**config.mk**
```make
export PLATFORM = sky130hd
export DESIGN_NAME = uart_echo_ctrl
export DESIGN_NICKNAME = d
export VERILOG_FILES = /design/src/rtl/uart_echo_ctrl.sv
export SDC_FILE = /design/constraint.sdc
export NUM_CORES = 1
export LEC_CHECK = 0
export BUFFER_PORTS_ARGS = -buffer_cell sky130_fd_sc_hd__buf_2
export CAP_MARGIN = 15
export CORE_MARGIN = 2
export CORE_UTILIZATION = 35
export CTS_BUF_LIST = sky130_fd_sc_hd__clkbuf_4 sky130_fd_sc_hd__clkbuf_8 sky130_fd_sc_hd__clkbuf_16
export DETAILED_ROUTE_END_ITERATION = 7
export PLACE_DENSITY = 0.6
export SLEW_MARGIN = 20
export SYNTH_ARGS = -nofsm -noshare
export SYNTH_HDL_FRONTEND = slang
export SYNTH_SLANG_ARGS = --single-unit
```
**constraint.sdc**
```tcl
create_clock -name clk -period 4.36 [get_ports clk]
set_input_delay 0.218 -clock clk [delete_from_list [all_inputs] [get_ports clk]]
set_output_delay 0.218 -clock clk [all_outputs]
set_load 0.03 [all_outputs]
```
**src/rtl/uart_echo_ctrl.sv**
```systemverilog
// UART echo controller: sends a power-on banner, then echoes received bytes
// through a small FIFO, with optional CR -> CR,LF expansion and banner replay.
module uart_echo_ctrl #(
  parameter int unsigned          MSG_LEN    = 13,
  parameter logic [MSG_LEN*8-1:0] BANNER     = "hellofpga.com",
  parameter int unsigned          FIFO_DEPTH = 16
) (
  input  logic                          clk,
  input  logic                          rst,
  input  logic [7:0]                    rx_data,
  input  logic                          rx_valid,
  output logic [7:0]                    tx_data,
  output logic                          tx_valid,
  input  logic                          tx_ready,
  input  logic                          crlf_en,
  input  logic                          banner_req,
  output logic                          busy,
  output logic [$clog2(FIFO_DEPTH):0]   fifo_count,
  output logic                          overflow,
  input  logic                          ovf_clr
);

  localparam int unsigned AW = $clog2(FIFO_DEPTH);
  localparam int unsigned CW = AW + 1;
  localparam int unsigned IW = $clog2(MSG_LEN + 1);
  localparam int unsigned BW = 2 ** IW;
  localparam logic [CW-1:0] DEPTH_C  = CW'(FIFO_DEPTH);
  localparam logic [IW-1:0] LAST_IDX = IW'(MSG_LEN);

  localparam logic [1:0] ST_INIT   = 2'd0;
  localparam logic [1:0] ST_BANNER = 2'd1;
  localparam logic [1:0] ST_ECHO   = 2'd2;
  localparam logic [1:0] ST_LF     = 2'd3;

  logic [1:0]    state_q, state_d;
  logic [IW-1:0] idx_q, idx_d;
  logic          txv_q, txv_d;
  logic [7:0]    txd_q, txd_d;
  logic          lf_q, lf_d;
  logic          pend_q, pend_d;
  logic          busy_q;
  logic          ovf_q;
  logic [AW-1:0] wr_q, rd_q;
  logic [CW-1:0] cnt_q, cnt_d;
  logic [7:0]    mem_q [FIFO_DEPTH];
  logic [7:0]    ban_mem [BW];

  logic pop, push, drop, xfer, empty, full;
  logic [7:0] head;

  for (genvar i = 0; i < BW; i++) begin : g_ban
    if (i < MSG_LEN) begin : g_byte
      assign ban_mem[i] = BANNER[(MSG_LEN-1-i)*8 +: 8];
    end else begin : g_pad
      assign ban_mem[i] = '0;
    end
  end

  assign empty = (cnt_q == '0);
  assign full  = (cnt_q == DEPTH_C);
  assign head  = mem_q[rd_q];
  assign xfer  = txv_q && tx_ready;
  assign push  = rx_valid && (!full || pop);
  assign drop  = rx_valid && !push;

  // The output register is only refilled on a cycle the transmitter is ready,
  // so a stalled transmitter leaves the whole backlog in the FIFO.
  always_comb begin
    state_d = state_q;
    idx_d   = idx_q;
    txv_d   = txv_q;
    txd_d   = txd_q;
    lf_d    = lf_q;
    pend_d  = pend_q;
    pop     = 1'b0;
    case (state_q)
      ST_INIT: begin
        state_d = ST_BANNER;
        idx_d   = '0;
      end
      ST_BANNER: begin
        if (tx_ready) begin
          if (idx_q != LAST_IDX) begin
            txv_d = 1'b1;
            txd_d = ban_mem[idx_q];
            idx_d = idx_q + 1'b1;
          end else begin
            txv_d   = 1'b0;
            state_d = ST_ECHO;
          end
        end
      end
      ST_ECHO: begin
        pend_d = pend_q | banner_req;
        if (tx_ready) begin
          txv_d = 1'b0;
          if (xfer && lf_q) begin
            state_d = ST_LF;
            txv_d   = 1'b1;
            txd_d   = 8'h0A;
            lf_d    = 1'b0;
          end else if (pend_q) begin
            state_d = ST_BANNER;
            idx_d   = '0;
            pend_d  = 1'b0;
          end else if (!empty) begin
            pop   = 1'b1;
            txv_d = 1'b1;
            txd_d = head;
            lf_d  = crlf_en && (head == 8'h0D);
          end
        end
      end
      default: begin
        pend_d = pend_q | banner_req;
        if (xfer) begin
          txv_d   = 1'b0;
          state_d = ST_ECHO;
        end
      end
    endcase
  end

  always_comb begin
    cnt_d = cnt_q;
    if (push && !pop)      cnt_d = cnt_q + 1'b1;
    else if (pop && !push) cnt_d = cnt_q - 1'b1;
  end

  always_ff @(posedge clk) begin
    if (rst) begin
      state_q <= ST_INIT;
      idx_q   <= '0;
      txv_q   <= 1'b0;
      txd_q   <= '0;
      lf_q    <= 1'b0;
      pend_q  <= 1'b0;
      busy_q  <= 1'b0;
      ovf_q   <= 1'b0;
      wr_q    <= '0;
      rd_q    <= '0;
      cnt_q   <= '0;
    end else begin
      state_q <= state_d;
      idx_q   <= idx_d;
      txv_q   <= txv_d;
      txd_q   <= txd_d;
      lf_q    <= lf_d;
      pend_q  <= pend_d;
      busy_q  <= (state_d == ST_BANNER);
      cnt_q   <= cnt_d;
      if (push) wr_q <= wr_q + 1'b1;
      if (pop)  rd_q <= rd_q + 1'b1;
      if (drop)         ovf_q <= 1'b1;
      else if (ovf_clr) ovf_q <= 1'b0;
    end
  end

  always_ff @(posedge clk) begin
    if (push) mem_q[wr_q] <= rx_data;
  end

  assign tx_data    = txd_q;
  assign tx_valid   = txv_q;
  assign busy       = busy_q;
  assign fifo_count = cnt_q;
  assign overflow   = ovf_q;

endmodule
```
==> After elaboration in Yosys (flattened, before gate mapping) <==
Memory sizes are Yosys's and may differ from the RTL's. A register that Yosys moved wholly into a read port is not among the register bits.
Cells that the tools add are included.
{ "totals": {"output_inout_bits": 16, "rom_bits": 128, "inputBits": 15, "register_bits": 32, "mem_bits_rw": 128, "word_cells": 108, "n_memories": 2, "latch_bits": 0} }
{ "classes": {"multipliers": 0, "eq_ne": 15, "addsub": 5, "n_shift": 0, "reduce_logical": 23, "mux": 48, "n_div": 0, "bitwise": 3, "order_cmp": 1} }
{ "mem_list": {"columns": ["memory", "depth", "width", "read_ports", "rd_ports_with_merged_regs", "wr", "line", "rtl"], "rows": [
  ["(name not given)", 16, 8, 1, 0, 0, "85", "txd_d = ban_mem[idx_q];"],
  ["mem_q", 16, 8, 1, 1, 1, "45", "logic [7:0] mem_q [FIFO_DEPTH];"]
]} }
{ "op_table": {"columns": ["cell", "n"], "rows": [
  ["$mux 8", 8],
  ["$mux 4", 7],
  ["$mux 1", 20],
  ["$pmux 8 s2", 1],
  ["$add 4x1->4 const B", 3],
  ["$mux 2", 6],
  ["$pmux 4 s3", 1],
  ["$reduce_and 6->1", 2],
  ["$mux 5", 2],
  ["$ne 2x2->1 const B", 5],
  ["$eq 8x4->1 const B", 1],
  ["$reduce_and 4->1", 2],
  ["$logic_and 1x1->1", 7],
  ["$ne 3x3->1 const B", 2],
  ["$pmux 2 s3", 1],
  ["$reduce_bool 2->1", 3],
  ["$reduce_bool 3->1", 2],
  ["$add 5x1->5 const B", 1],
  ["$eq 5x5->1 const B", 1],
  ["$ge 5x5->1 const B", 1],
  ["$logic_not 5->1", 1],
  ["$not 4->5", 1],
  ["$sub 5x1->5 const B", 1],
  ["$eq 2x1->1 const B", 2],
  ["11 further kinds", 14]
]} }

==> Logic depth before layout (Yosys ltp) <==
{ "depth": {"word_depth": 12, "depth_mapped": 15, "mapped_depth_nobuf": 14} }

==> Worst setup path after synthesis <==
No wires, ideal clock.
{ "synth_path": {"kind": "flip-flop to flip-flop", "start": "reg cnt_q[0], in the netlist fifo_count[0]", "end": "reg cnt_q[4], in the netlist fifo_count[4]", "setup_time_ns": 0.071, "arrival_ns": 3.055, "slack_ns": 1.234, "path_stages_with_launch": 13, "path_buffers": 1, "t_required_ns": 4.289, "synth_period_minus_slack_ns": 3.126, "path_cell_list": "dfxtp_1 > nor4_2 > a2111oi_4 > o21a_1 > buf_2 > ha_1 > inv_1 > fa_1 > a21o_1 > a21oi_1 > xnor2_1 > or3_1 > a21oi_1"} }
{ "synth_via": {"elab_chain_cells": 11, "word_cells_on_any_way": 19, "classes_between": "add/sub (2); eq/ne (1); mux (7); reduce/logical (9)"} }
{ "synth_lines": {"columns": ["element", "line", "rtl"], "rows": [
  ["start: declaration", "44", "logic [CW-1:0] cnt_q, cnt_d;"],
  ["start signal: assignment", "151", "cnt_q <= cnt_d;"],
  ["$logic_not 5->1", "59", "assign empty = (cnt_q == '0);"],
  ["$mux 1", "106", "end else if (!empty) begin"],
  ["$mux 1", "102", "end else if (pend_q) begin"],
  ["$mux 1", "97", "if (xfer && lf_q) begin"],
  ["$mux 1", "95", "if (tx_ready) begin"],
  ["$mux 1", "76", "case (state_q)"],
  ["$logic_or 1x1->1 (*)", "63", "assign push = rx_valid && (!full || pop);"],
  ["$logic_and 1x1->1 (*)", "63", null],
  ["via push", "48", "logic pop, push, drop, xfer, empty, full;"],
  ["$logic_not 1->1", "127", "else if (pop && !push) cnt_d = cnt_q - 1'b1;"],
  ["$logic_and 1x1->1", "127", null],
  ["$reduce_bool 2->1 (no source line)", null, null]
]} }
Mark *: on every way through the listed nets, which the timed path passes. The rest lies on a longest branch. The select of a mux whose other input is x is not followed.
A chain may end at the register's enable or synchronous reset.

==> Worst setup path after layout <==
{ "layout_path": {"start": "reg state_q[0]", "end": "reg cnt_q[4], in the netlist fifo_count[4]"} }
{ "layout_via": {"elab_chain_cells": 7, "word_cells_on_any_way": 10, "classes_between": "eq/ne (1); mux (2); reduce/logical (7)"} }
{ "layout_lines": {"columns": ["element", "line", "rtl"], "rows": [
  ["start: declaration", "35", "logic [1:0] state_q, state_d;"],
  ["start signal: assignment", "144", "state_q <= state_d;"],
  ["$eq 2x2->1 (*)", "76", null],
  ["$mux 1 (*)", "76", null],
  ["$logic_or 1x1->1", "63", null],
  ["$logic_and 1x1->1", "63", null],
  ["$logic_not 1->1", "127", null],
  ["$logic_and 1x1->1", "127", null],
  ["$reduce_bool 2->1 (no source line)", null, null]
]} }
Every way passes the cells marked *; elsewhere a longest branch is shown, timed or not.

==> results_dict.tcl <==
set metrics [dict create \
    place_area_um2 7450 \
    pin_count 31 \
    async_flop_share_pct 0 \
    placedCellCount 758 \
    grt_use_total_pct 14.4 \
    grt_first_pass_wirelength_mm 22.7 \
    synth_nets 510 \
    synth_area_per_cell_um2 14.7 \
    drive_gt1_share_pct 19.8 \
    numCtsBuffers 17 \
    critical_path_class "register to register" \
    synth_cell_types 53 \
    min_period_ns 3.65 \
    hpwl_mm 9.48 \
    cts.sinks 164 \
    ctsHoldBuffers 0 \
    cts.path.max_buffers 2 \
    hold_viol 0 \
    cp-start-kind "register" \
    drt-total-wl_mm 14.8 \
    postCtsSetupBuffers 0 \
    cp.required_ns 4.71 \
    r2r_cells 14 \
    leakagePower_nw 2.66 \
    instances_no_fill 789 \
    grt_pass1_vias 3984 \
    synthCells 476 \
    cts_tree "done" \
    synth-seq-cells 164 \
    synth_ff_type "edfxtp_1" \
    drt_pass1_iterations 4 \
    r2r-start "state_q[0]$_SDFF_PP0_" \
    rrSetupSlack_ns 0.71 \
    initial_utilization_pct 35.9 \
    portBuffers 30 \
    power_frac_seq_pct 49.9 \
    drv_cap 0 \
    outcome "completed" \
    synth_edf_count 128 \
    cp_slowest_cell "a2111oi_4" \
    die_y_um 145 \
    cts_root_buf "clkbuf_16" \
    synth_area_um2 7000 \
    fin_area_um2 8010 \
    p_sw_share_pct 23.4 \
    die_w_um 145 \
    ys_seq_area_share_pct 65.2 \
    hold_class "input pin to register" \
    dieArea_um2 21200 \
    post_cts_resized 0 \
    slew-limit-headroom_pct 24.0 \
    critPathMaxStageDelay_ns 0.47 \
    htree_levels 4 \
    ys_warn_count 0 \
    ir_drop_uv 276 \
    finish.utilization_pct 41.0 \
    core_area_um2 19500 \
    ant_nets 0 \
    hold_depth 3 \
    remaining_drc_errors 0 \
    rows 51 \
    wl_per_cell_um 18.8 \
    fmax_mhz 274 \
    cts.clk_slew.worst_paths_ns 0.06 \
    diodes 0 \
    vias_per_cell 5.13 \
    gr-total-overflow 0 \
    nNetsFinal 546 \
    crit_arrival_ns 4.00 \
    crit_fanout 21 \
    intPower_w 0.00272 \
    antenna_found_initial 0 \
    tightestPinTransition_ns 1.11 \
    routabilityCongestion 0.825 \
    path_buf_inv 3 \
    rsz0062_at_grt "no" \
    crit-reg2reg-capture "fifo_count[4]$_SDFFE_PP0P_" \
    hold_end "overflow$_SDFFE_PP0P_" \
    p_clk_share_pct 40.5 \
    crit_chain "inv_1, ha_1, buf_4, nand2_1, a2111oi_4, o21a_1, ha_1, inv_1, fa_1, a21o_1, a21oi_1, xnor2_1, or3_1, a21oi_1" \
    drt-initial-drc-count 333 \
    whs_ns 0.0612 \
    final-setup-viol-count 0 \
    clkLatencyLatePin_ns 0.42 \
    pwr-share-comb_pct 9.6 \
    netSwitchingPower_w 0.000832 \
    final.setup.tns_ns 0 \
    drv_slew 0 \
    syn2layout_area_growth_pct 14.4 \
    clock_skew_ns 0.00930 \
    num_vias 4045 \
    end_kind "register" \
    power.density_nw_per_um2 443 \
    grt_max_degree 34 \
    timing.final.crit_share_pct 83.8 \
    hold_start "ovf_clr" \
    critPathTopFamily "compound AO/OA/AOI/OAI gates" \
]
## state kept, by name, indices dropped and copies added (netlist names), named ones only
| signal | cells |
|---|---|
| state_q | 2 |
| fifo_count | 5 |
| lf_q | 1 |
| tx_data | 8 |
| wr_q | 4 |
| mem_q | 128 |
| rd_q | 4 |
| idx_q | 4 |
| overflow | 1 |
| busy | 1 |
| tx_valid | 1 |
| pend_q | 1 |
## worst max-delay path by stage
stage                                     from                         end  slack, ns  cells past startpoint
global placement         state_q[0]$_SDFF_PP0_  fifo_count[4]$_SDFFE_PP0P_       0.90                     14
CTS                      state_q[0]$_SDFF_PP0_  fifo_count[4]$_SDFFE_PP0P_       0.72                     14
finish                   state_q[0]$_SDFF_PP0_  fifo_count[4]$_SDFFE_PP0P_       0.71                     14
global route             state_q[0]$_SDFF_PP0_  fifo_count[4]$_SDFFE_PP0P_       0.52                     14
detailed placement       state_q[0]$_SDFF_PP0_  fifo_count[4]$_SDFFE_PP0P_       0.75                     14
floorplan           fifo_count[0]$_SDFFE_PP0P_  fifo_count[4]$_SDFFE_PP0P_       1.23                     12
## cells by family (layout without fill, tap and decap cells)
group | Yosys count | in the layout | synth area share [%]
flip-flops | 164 | 164 | 65.2
AND/OR/NAND/NOR | 119 | 119 | 7.93
AO/OA/AOI/OAI | 77 | 77 | 7.49
multiplexers | 50 | 50 | 12.2
buffers and inverters | 37 | 85 | 2.43
adder cells (fa/ha/maj) | 19 | 19 | 3.50
XOR/XNOR | 10 | 10 | 1.25
## power groups by stage
stage	clock network (W)	registers [W]	logic [W]
CTS	0.00147	0.00177	0.000344
finish	0.00144	0.00177	0.000341
global placement	0	0.00180	0.000330
floorplan	0	0.00183	0.000196
detailed placement	0	0.00181	0.000343
global route	0.00154	0.00178	0.000374
## per-layer routing
layer  wire (um)  share of wire, %  global-route usage, %  up-vias
li1            -                 -                      -     1897
met1        6320                43                   18.4     2015
met5           0                 0                      0        -
met3        1020               6.9                   4.08       16
met4         190               1.3                   3.68        0
met2        7320                49                   24.2      117
## cells in the mapped netlist, types with 4 or more instances
| library cell | n | share of area, % |
|---|---|---|
| a221oi_1 | 6 | 0.75 |
| a22oi_1 | 5 | 0.54 |
| xnor2_1 | 4 | 0.50 |
| mux2i_1 | 19 | 2.7 |
| dfxtp_1 | 36 | 10 |
| a21o_1 | 4 | 0.43 |
| xor2_1 | 6 | 0.75 |
| nand2_1 | 28 | 1.5 |
| o21ai_0 | 13 | 0.93 |
| a21oi_1 | 24 | 1.7 |
| edfxtp_1 | 128 | 55 |
| buf_2 | 7 | 0.50 |
| mux4_2 | 24 | 7.7 |
| nor2_1 | 45 | 2.4 |
| nor2b_1 | 6 | 0.54 |
| clkbuf_1 | 12 | 0.64 |
| nand4_1 | 5 | 0.45 |
| nand2b_1 | 6 | 0.54 |
| ha_1 | 18 | 3.2 |
| inv_1 | 11 | 0.59 |
| nand3_1 | 9 | 0.64 |
| nor3_1 | 10 | 0.71 |
## cell type report
cell class	instances	area, um2
clock buffer	21	455
clock inverter	10	109
fill	1793	11500
inverter	13	48.8
multi-input combinational	275	2270
sequential	164	4570
tap	265	332
timing repair buffer	41	233
## cell usage in the layout, fill, tap and decap left out, drive strengths merged, types with 6 or more instances in the layout
cell    count
nor2       45
ha         18
buf        41
nand2b      6
nand3       9
dfxtp      36
clkbuf     21
inv        13
edfxtp    128
xor2        6
mux4       27
nand2      28
o21ai      16
nor2b       6
nor3       10
mux2i      19
a21oi      24
a221oi      6
## per-stage QoR
step                total power (W)  setup WS [ns]
floorplan                   0.00203           1.23
global placement            0.00213          0.902
detailed placement          0.00215          0.749
CTS                         0.00359          0.724
global route                0.00369          0.519
finish                      0.00355          0.705
## tightest hold or removal path: stages
cell,delay [ns]
buf_2,0.07
nand2b_1,0.09
a21oi_1,0.05
Note: power is estimated with default switching activity, not from simulation.
